`config.mk`:
```
export PLATFORM = sky130hd
export DESIGN_NAME = lifo_rr_arbiter
export DESIGN_NICKNAME = d
export VERILOG_FILES = /design/src/rtl/lifo_rr_arbiter.sv
export SDC_FILE = /design/constraint.sdc
export NUM_CORES = 1
export LEC_CHECK = 0
export ABC_AREA = 0
export ABC_CLOCK_PERIOD_IN_PS = 4300
export CORE_ASPECT_RATIO = 0.75
export CORE_MARGIN = 2
export CORE_UTILIZATION = 48
export CTS_CLUSTER_SIZE = 8
export DETAILED_ROUTE_END_ITERATION = 16
export GPL_ROUTABILITY_DRIVEN = 0
export PLACE_DENSITY_LB_ADDON = 0.2
export SLEW_MARGIN = 25
export SYNTH_ARGS = -nofsm -noshare
export SYNTH_HDL_FRONTEND = slang
export SYNTH_SLANG_ARGS = --single-unit
```
`constraint.sdc`:
```
create_clock -name clk -period 4.3 [get_ports clk]
set_clock_uncertainty 0.2 [all_clocks]
set_input_delay 1.075 -clock clk [delete_from_list [all_inputs] [get_ports clk]]
set_output_delay 1.075 -clock clk [all_outputs]
set_load 0.01 [all_outputs]
```
`src/rtl/lifo_rr_arbiter.sv`:
```
// -----------------------------------------------------------------------------
// lifo_rr_arbiter
//
// Purpose:
//   Shares one LIFO storage array (DEPTH x DATA_W) among NUM_REQ requesters.
//   A round-robin arbiter grants at most one push or pop per cycle. Every grant
//   produces a registered response one cycle later, tagged with the requester
//   index. A multi-cycle flush empties the stack one entry per cycle, zeroing
//   each vacated entry.
//
// Handshake:
//   A requester asserts req_valid[i] (with req_op[i] / req_data slice) and
//   holds it until it sees req_ready[i] high in the same cycle. req_ready is
//   combinational and one-hot. The operation is accepted on the rising clock
//   edge where req_valid[i] && req_ready[i]. The response for that operation
//   appears as a single-cycle rsp_valid pulse on the following cycle. There is
//   no backpressure on the response side.
//
// Ports:
//   clk        in   rising-edge clock
//   reset      in   synchronous, active-high reset
//   req_valid  in   [NUM_REQ]         per-requester request
//   req_op     in   [NUM_REQ]         1 = push, 0 = pop
//   req_data   in   [NUM_REQ*DATA_W]  push data, requester i at [i*DATA_W +: DATA_W]
//   req_ready  out  [NUM_REQ]         one-hot grant, same cycle as acceptance
//   flush      in   start flush (pulse or level)
//   rsp_valid  out  single-cycle response strobe
//   rsp_id     out  granted requester index
//   rsp_data   out  popped / written value, 0 on error
//   rsp_err    out  push while full or pop while empty
//   top_value  out  registered top-of-stack, 0 when empty
//   count      out  occupancy
//   full       out  count == DEPTH
//   empty      out  count == 0
//   busy       out  high while the FSM is in FLUSH (mirrors the FSM state)
// -----------------------------------------------------------------------------
module lifo_rr_arbiter #(
  parameter int NUM_REQ = 4,
  parameter int DATA_W  = 8,
  parameter int DEPTH   = 16
) (
  input  logic                         clk,
  input  logic                         reset,
  input  logic [NUM_REQ-1:0]           req_valid,
  input  logic [NUM_REQ-1:0]           req_op,
  input  logic [NUM_REQ*DATA_W-1:0]    req_data,
  output logic [NUM_REQ-1:0]           req_ready,
  input  logic                         flush,
  output logic                         rsp_valid,
  output logic [$clog2(NUM_REQ)-1:0]   rsp_id,
  output logic [DATA_W-1:0]            rsp_data,
  output logic                         rsp_err,
  output logic [DATA_W-1:0]            top_value,
  output logic [$clog2(DEPTH):0]       count,
  output logic                         full,
  output logic                         empty,
  output logic                         busy
);

  localparam int ID_W   = $clog2(NUM_REQ);
  localparam int ADDR_W = $clog2(DEPTH);
  localparam int CNT_W  = ADDR_W + 1;

  typedef enum logic [0:0] {
    IDLE  = 1'b0,
    FLUSH = 1'b1
  } state_t;

  // ---------------------------------------------------------------------------
  // State and storage
  // ---------------------------------------------------------------------------
  state_t                state;
  state_t                state_next;
  logic [ID_W-1:0]       rr_ptr;
  logic [ID_W-1:0]       rr_next;
  logic [DATA_W-1:0]     mem [DEPTH];

  logic [CNT_W-1:0]      count_next;
  logic [DATA_W-1:0]     top_next;
  logic                  rsp_valid_next;
  logic [ID_W-1:0]       rsp_id_next;
  logic [DATA_W-1:0]     rsp_data_next;
  logic                  rsp_err_next;

  logic                  mem_we;
  logic [ADDR_W-1:0]     mem_waddr;
  logic [DATA_W-1:0]     mem_wdata;

  // ---------------------------------------------------------------------------
  // Flags and derived addresses
  // ---------------------------------------------------------------------------
  logic                  flush_start;
  logic                  grant_found;
  logic                  grant_en;
  logic [ID_W-1:0]       grant_id;
  logic [ID_W-1:0]       cand_id;
  logic                  sel_op;
  logic [DATA_W-1:0]     sel_data;
  logic [ADDR_W-1:0]     push_addr;
  logic [ADDR_W-1:0]     top_addr;
  logic [ADDR_W-1:0]     below_addr;
  logic [DATA_W-1:0]     below_value;

  assign full  = (count == CNT_W'(DEPTH));
  assign empty = (count == '0);
  assign busy  = (state == FLUSH);

  // push_addr is only used when not full, so count < DEPTH fits in ADDR_W.
  assign push_addr  = ADDR_W'(count);
  assign top_addr   = ADDR_W'(count - CNT_W'(1));
  assign below_addr = ADDR_W'(count - CNT_W'(2));

  // Value that becomes the new top after removing one entry; 0 when the
  // removal leaves the stack empty.
  assign below_value = (count > CNT_W'(1)) ? mem[below_addr] : '0;

  // A flush request only takes effect when there is something to flush; with
  // an empty stack it is ignored and normal arbitration proceeds.
  assign flush_start = flush && !empty;

  // ---------------------------------------------------------------------------
  // Round-robin search starting at rr_ptr, wrapping modulo NUM_REQ.
  // ---------------------------------------------------------------------------
  always_comb begin
    grant_found = 1'b0;
    grant_id    = '0;
    cand_id     = '0;
    for (int k = 0; k < NUM_REQ; k++) begin
      cand_id = ID_W'((int'(rr_ptr) + k) % NUM_REQ);
      if (!grant_found && req_valid[cand_id]) begin
        grant_found = 1'b1;
        grant_id    = cand_id;
      end
    end
  end

  // Grants only in IDLE, and a flush that actually starts suppresses them.
  assign grant_en = (state == IDLE) && !flush_start && grant_found;

  always_comb begin
    req_ready = '0;
    if (grant_en) begin
      req_ready[grant_id] = 1'b1;
    end
  end

  // Operation and data of the winning requester.
  always_comb begin
    sel_op   = 1'b0;
    sel_data = '0;
    for (int i = 0; i < NUM_REQ; i++) begin
      if (grant_id == ID_W'(i)) begin
        sel_op   = req_op[i];
        sel_data = req_data[i*DATA_W +: DATA_W];
      end
    end
  end

  assign rr_next = (grant_id == ID_W'(NUM_REQ - 1)) ? '0 : grant_id + 1'b1;

  // ---------------------------------------------------------------------------
  // Next-state / datapath logic
  // ---------------------------------------------------------------------------
  always_comb begin
    state_next     = state;
    count_next     = count;
    top_next       = top_value;
    rsp_valid_next = 1'b0;
    rsp_id_next    = rsp_id;
    rsp_data_next  = rsp_data;
    rsp_err_next   = rsp_err;
    mem_we         = 1'b0;
    mem_waddr      = '0;
    mem_wdata      = '0;

    unique case (state)
      IDLE: begin
        if (flush_start) begin
          state_next = FLUSH;
        end else if (grant_found) begin
          rsp_valid_next = 1'b1;
          rsp_id_next    = grant_id;
          if (sel_op) begin
            if (!full) begin
              mem_we        = 1'b1;
              mem_waddr     = push_addr;
              mem_wdata     = sel_data;
              count_next    = count + 1'b1;
              top_next      = sel_data;
              rsp_data_next = sel_data;
              rsp_err_next  = 1'b0;
            end else begin
              rsp_data_next = '0;
              rsp_err_next  = 1'b1;
            end
          end else begin
            if (!empty) begin
              count_next    = count - 1'b1;
              top_next      = below_value;
              rsp_data_next = mem[top_addr];
              rsp_err_next  = 1'b0;
            end else begin
              rsp_data_next = '0;
              rsp_err_next  = 1'b1;
            end
          end
        end
      end

      FLUSH: begin
        if (empty) begin
          // Not reachable in normal operation; recover rather than underflow.
          state_next = IDLE;
        end else begin
          mem_we     = 1'b1;
          mem_waddr  = top_addr;
          mem_wdata  = '0;
          count_next = count - 1'b1;
          top_next   = below_value;
          if (count == CNT_W'(1)) begin
            state_next = IDLE;
          end
        end
      end

      default: begin
        state_next = IDLE;
      end
    endcase
  end

  // ---------------------------------------------------------------------------
  // Registers
  // ---------------------------------------------------------------------------
  always_ff @(posedge clk) begin
    if (reset) begin
      state <= IDLE;
    end else begin
      state <= state_next;
    end
  end

  always_ff @(posedge clk) begin
    if (reset) begin
      rr_ptr    <= '0;
      count     <= '0;
      top_value <= '0;
      rsp_valid <= 1'b0;
      rsp_id    <= '0;
      rsp_data  <= '0;
      rsp_err   <= 1'b0;
    end else begin
      if (grant_en) begin
        rr_ptr <= rr_next;
      end
      count     <= count_next;
      top_value <= top_next;
      rsp_valid <= rsp_valid_next;
      rsp_id    <= rsp_id_next;
      rsp_data  <= rsp_data_next;
      rsp_err   <= rsp_err_next;
    end
  end

  // Storage has no reset; a write coinciding with reset is dropped so the
  // discarded operation leaves no trace.
  always_ff @(posedge clk) begin
    if (!reset && mem_we) begin
      mem[mem_waddr] <= mem_wdata;
    end
  end

  // ---------------------------------------------------------------------------
  // Structural invariants
  // ---------------------------------------------------------------------------
  a_ready_onehot: assert property (@(posedge clk) disable iff (reset)
    $onehot0(req_ready));

  a_count_bound: assert property (@(posedge clk) disable iff (reset)
    count <= CNT_W'(DEPTH));

  a_no_grant_in_flush: assert property (@(posedge clk) disable iff (reset)
    busy |-> (req_ready == '0));

endmodule
```
==> impl_summary.md, run 1 <==
GRT
Global routing used 26.8% of the available tracks. The initial antenna violation count is 0. The first global-routing pass estimated 36400 µm of wire. The total overflow reported by the global router is 0. The number of global-route vias before repair came to 6123. Entering global routing, the biggest net connects 48 pins.

Layout
The layout overhead on the synthesized area is 26.4%. The number of nets in the final layout is 794. The final core utilization is 62.0%. The proportion of layout cells with a drive suffix above 1 is 27.9%.

The finished cells cover 0.0104 mm². The number of antenna diodes in the final layout is 0.

Clock tree
For the worst-skew pair, the clock arrives at the later sink with an insertion delay of 0.43 ns. The cts-stage hold buffer count is 0. The register clock-pin slew on the reported worst setup and hold paths is 0.06 ns. The number of buffers added by the clock tree synthesis step is 17. The number of H-tree levels is 4. The buffer cell driving the clock tree root is sky130_fd_sc_hd__clkbuf_16.

CTS saw 156 sinks. TritonCTS built the clock tree. The clock passes through at most 2 buffers.

Placed design
The area after detailed placement is 0.00979 mm². Detailed placement finished with a half-perimeter wire length of 16600 µm. At the placement stage, the worst setup path has a slack of -0.346 ns.

The number of I/O port buffers is 74.

Logic synthesis
Averaged over all synthesized cells, the footprint is 13.8 µm². In the synthesized netlist the async set-or-reset flop fraction comes to 0%. After Yosys synthesis, and, or, nand and nor cells account for 9.52% of the synthesized area.

Among all flip-flop cells after synthesis, the most frequent one is sky130_fd_sc_hd__edfxtp_1. The number of synthesis warnings is 0. The cell area after synthesis is 0.00826 mm².

Summing the areas of all fa, ha and maj instances in the mapped netlist gives 1.82% of the synthesized area. The synthesized design contains 128 enable-type register cells. The synthesized netlist devotes 11.6% of its cell area to compound gates. The count of different cell masters after synthesis is 63. Synthesis handed over a netlist of 599 instances.

The share of the synthesized netlist area taken by xor and xnor gates is 0.530%. The multiplexer area fraction after synthesis is 19.5%. After synthesis, the largest family of logic cells by area is multiplexers. The synthesized flop and latch total is 156. The net count of the mapped netlist is 654. The part of the Yosys area used for sequential elements is 53.3%.

STA
The actual slew at the worst max-slew pin is 0.947 ns. The maximum clock frequency is 0.236 GHz. The clock period minus worst slack is 4.23 ns. The final count of negative-setup-slack endpoints is 0. The worst hold slack across all endpoints is 0.259 ns. The post-layout worst setup margin is 0.0653 ns.

The final number of max-transition violations was 0. The worst max-slew margin expressed relative to the limit is 36.8%. The number of hold violations in the final report is 0. The share of the clock period used by the worst path is 98.5%. In the final timing run, aggregate negative setup slack is 0 ns.

Setup repair after global routing left no endpoint under its margin.

Setup path
The critical register-to-register path endpoint is mem[12][2]. The critical path startpoint category is a primary input. The critical path's slowest cell is sky130_fd_sc_hd__clkdlybuf4s50_1. Walking the worst path, the cells encountered are clkdlybuf4s50_1 > inv_1 > and3_1 > or3_4 > ha_1 > buf_4 > and2_1 > dlygate4sd2_1.

The launching point of the worst reg2reg path is count[1]. Along the worst path, the maximum fanout reaches 4. The worst setup path is captured at an output pin. At the worst endpoint, the required time is 3.02 ns. The kind of cell with the highest combined delay along the critical path is buffers and inverters.

The arrival time at the worst endpoint is 2.96 ns. The depth of the worst register-to-register path is 9. By startpoint and endpoint, the worst setup path is classified as primary input to output pin. Across all register-to-register paths, the minimum setup slack is 0.79 ns. The largest single stage delay on the critical path is 0.49 ns.

The number of buffer and inverter stages on the critical path is 4.

Worst hold path
The worst hold path terminates at rsp_id[1]. The min-delay analysis places its worst path in the category register to register. The critical hold path startpoint is rsp_id[1]. The worst hold path stage count is 2.

Floorplanning
In this run the vertical extent of the chip is 118 µm. The die covers 0.0183 mm². The area of the core region is 0.0168 mm². The floorplan has 41 rows. The starting density of the core is 49.1%. The number of ports placed on the die boundary is 75. The die is 155 µm wide.

Power
The share of total power in combinational logic is 51.5%. Net switching is 38.4% of the power. Power spread over the standard cell area amounts to 733 mW/mm².

The worst-case IR drop observed on VDD is 0.000864 V. Of the total power, registers draw 27.4%. In this run the static leakage power is 0.00367 µW. The internal power is 4710 µW.

The clock network is responsible for 21.1% of the overall power. In this run the power spent charging and discharging nets is 2940 µW.

Route
The routed via count divided by cell count is 6.49. Dividing the detail-routed wire length by the instance count gives 24.9 µm. The number of detailed-route iterations in the first pass is 8. The sum of routed wire length over all layers is 24100 µm.

The first routing iteration left 993 violations. Detailed routing inserted a total of 6274 vias. In this run the remaining antenna-violating nets after routing total 0. For this run, design rule violations remaining after detail routing come to 0.

Job
Max-cap violations in this run came to 0.

Outcome
The flow ran to the end, and the final reports show no timing, DRC or antenna violations.
logic make-up after synthesis:
| logic type | after synthesis |
|---|---|
| multiplexers | 80 |
| AO/OA/AOI/OAI | 120 |
| flip-flops | 156 |
| AND/OR/NAND/NOR | 159 |
| buffers and inverters | 67 |
| adder cells (fa/ha/maj) | 12 |
| XOR/XNOR | 5 |
flip-flops by register name, indices dropped and copies added (netlist names):
name and cells:
rsp_valid 1, top_value 8, busy 1, rsp_id 2, rr_ptr 2, count 5, rsp_data 8, mem 128
rsp_err 1
stage by stage:
| step | std cells | power (µW) |
|---|---|---|
| 2_1_floorplan | 599 | 4410 |
| 3_3_place_gp | 934 | 5860 |
| 3_5_place_dp | 934 | 5960 |
| 4_1_cts | 966 | 7580 |
| 5_1_grt | 967 | 7980 |
| 6_report | 967 | 7650 |
power by group through the flow:
| stage | clock network [µW] | logic [µW] | registers, µW |
|---|---|---|---|
| 2_1_floorplan | 0 | 2300 | 2110 |
| 4_1_cts | 1630 | 3860 | 2090 |
| 3_5_place_dp | 0 | 3840 | 2120 |
| 6_report | 1610 | 3940 | 2090 |
| 3_3_place_gp | 0 | 3760 | 2110 |
| 5_1_grt | 1690 | 4170 | 2110 |
final cells by class:
| cell class | count | area [µm²] |
|---|---|---|
| Fill cell | 1291 | 6390 |
| Clock inverter | 14 | 199 |
| Sequential cell | 156 | 4410 |
| Clock buffer | 18 | 429 |
| Tap cell | 215 | 269 |
| Multi-Input combinational cell | 376 | 3570 |
| Inverter | 24 | 90.1 |
| Timing Repair Buffer | 164 | 1470 |
Yosys cell counts, drive strengths merged (4+ instances only):
cell type	instances	area [µm²]
nand3	6	40.0
nand4	9	56.3
a22o	7	61.3
mux4	65	1460
o21ai	7	35.0
nor3	31	185
nand2	57	214
dfxtp	28	561
o22ai	7	43.8
buf	22	134
a21boi	8	60.1
a221oi	8	70.1
clkbuf	21	78.8
mux2i	15	150
inv	23	86.3
o31a	8	70.1
nor2	31	116
ha	12	150
edfxtp	128	3840
o311ai	22	193
a211oi	5	55.1
and2	4	25.0
nor2b	4	25.0
a21oi	18	90.1
routing by layer:
layer	vias to the layer above	share of wire, %	GRT usage [%]
met1	3134	43	40.5
met4	0	2.0	7.86
met5	-	0	0
li1	2705	-	-
met2	392	44	38.7
met3	43	11	6.70
worst register-to-register path, cell delays in order (launching register included):
cell and delay (ns):
sky130_fd_sc_hd__dfxtp_2 0.32, sky130_fd_sc_hd__inv_1 0.21, sky130_fd_sc_hd__ha_1 0.32, sky130_fd_sc_hd__or4b_4 0.59, sky130_fd_sc_hd__a211o_1 0.37, sky130_fd_sc_hd__buf_4 0.23
sky130_fd_sc_hd__o41ai_4 0.39, sky130_fd_sc_hd__nand3_2 0.20, sky130_fd_sc_hd__nor2_1 0.14, sky130_fd_sc_hd__buf_4 0.23
timing repair:
item,in CTS,in global routing
resized for setup,9,5
endpoints found under the setup margin,4,11
buffers inserted,0,1
pin swaps,0,1
hold endpoints to repair,0,0
how the worst max path moves through the flow:
stage / startpoint / end / slack [ns] / cells past startpoint
floorplan: req_valid[0] / mem[0][2] / 0.03 / 10
global placement: req_valid[3] / req_ready[3] / -0.27 / 9
detailed placement: req_valid[3] / req_ready[3] / -0.35 / 9
CTS: req_valid[3] / req_ready[3] / 0.03 / 9
global route: req_valid[2] / req_ready[2] / 0.01 / 8
finish: req_valid[3] / req_ready[2] / 0.07 / 8
placed cells by master, fill, tap and decap left out, types with 4 or more instances in the layout:
| cell | Yosys | routed |
|---|---|---|
| sky130_fd_sc_hd__and2_1 | 4 | 4 |
| sky130_fd_sc_hd__a221oi_1 | 8 | 8 |
| sky130_fd_sc_hd__clkbuf_16 | 0 | 17 |
| sky130_fd_sc_hd__mux4_2 | 65 | 65 |
| sky130_fd_sc_hd__a22o_1 | 7 | 7 |
| sky130_fd_sc_hd__inv_1 | 22 | 21 |
| sky130_fd_sc_hd__a21oi_1 | 18 | 18 |
| sky130_fd_sc_hd__buf_4 | 0 | 85 |
| sky130_fd_sc_hd__o21ai_0 | 7 | 7 |
| sky130_fd_sc_hd__buf_12 | 0 | 5 |
| sky130_fd_sc_hd__nor3_2 | 6 | 7 |
| sky130_fd_sc_hd__o31a_1 | 8 | 8 |
| sky130_fd_sc_hd__nand4_1 | 9 | 9 |
| sky130_fd_sc_hd__nor3_1 | 25 | 24 |
| sky130_fd_sc_hd__nand2_1 | 57 | 57 |
| sky130_fd_sc_hd__bufinv_16 | 0 | 5 |
| sky130_fd_sc_hd__nor2b_1 | 4 | 4 |
| sky130_fd_sc_hd__clkinv_1 | 1 | 6 |
| sky130_fd_sc_hd__edfxtp_1 | 128 | 128 |
| sky130_fd_sc_hd__o22ai_1 | 7 | 7 |
| sky130_fd_sc_hd__mux2i_1 | 15 | 15 |
| sky130_fd_sc_hd__nor2_1 | 31 | 30 |
| sky130_fd_sc_hd__o311ai_0 | 22 | 22 |
| sky130_fd_sc_hd__dfxtp_1 | 28 | 26 |
| sky130_fd_sc_hd__clkdlybuf4s50_1 | 0 | 69 |
| sky130_fd_sc_hd__ha_1 | 12 | 9 |
| sky130_fd_sc_hd__nand3_1 | 4 | 4 |
| sky130_fd_sc_hd__a21boi_0 | 8 | 8 |
Power figures use the tool's default switching activity.
==> run 2: changes to the inputs <==
--- a/config.mk
+++ b/config.mk
@@ -7,6 +7,7 @@
 export LEC_CHECK = 0
 export ABC_AREA = 0
 export ABC_CLOCK_PERIOD_IN_PS = 4300
+export CAP_MARGIN = 0
 export CORE_ASPECT_RATIO = 0.75
 export CORE_MARGIN = 2
 export CORE_UTILIZATION = 48
==> results of run 2 <==
The final DEF is identical to that of run 1; final timing and power are the same.
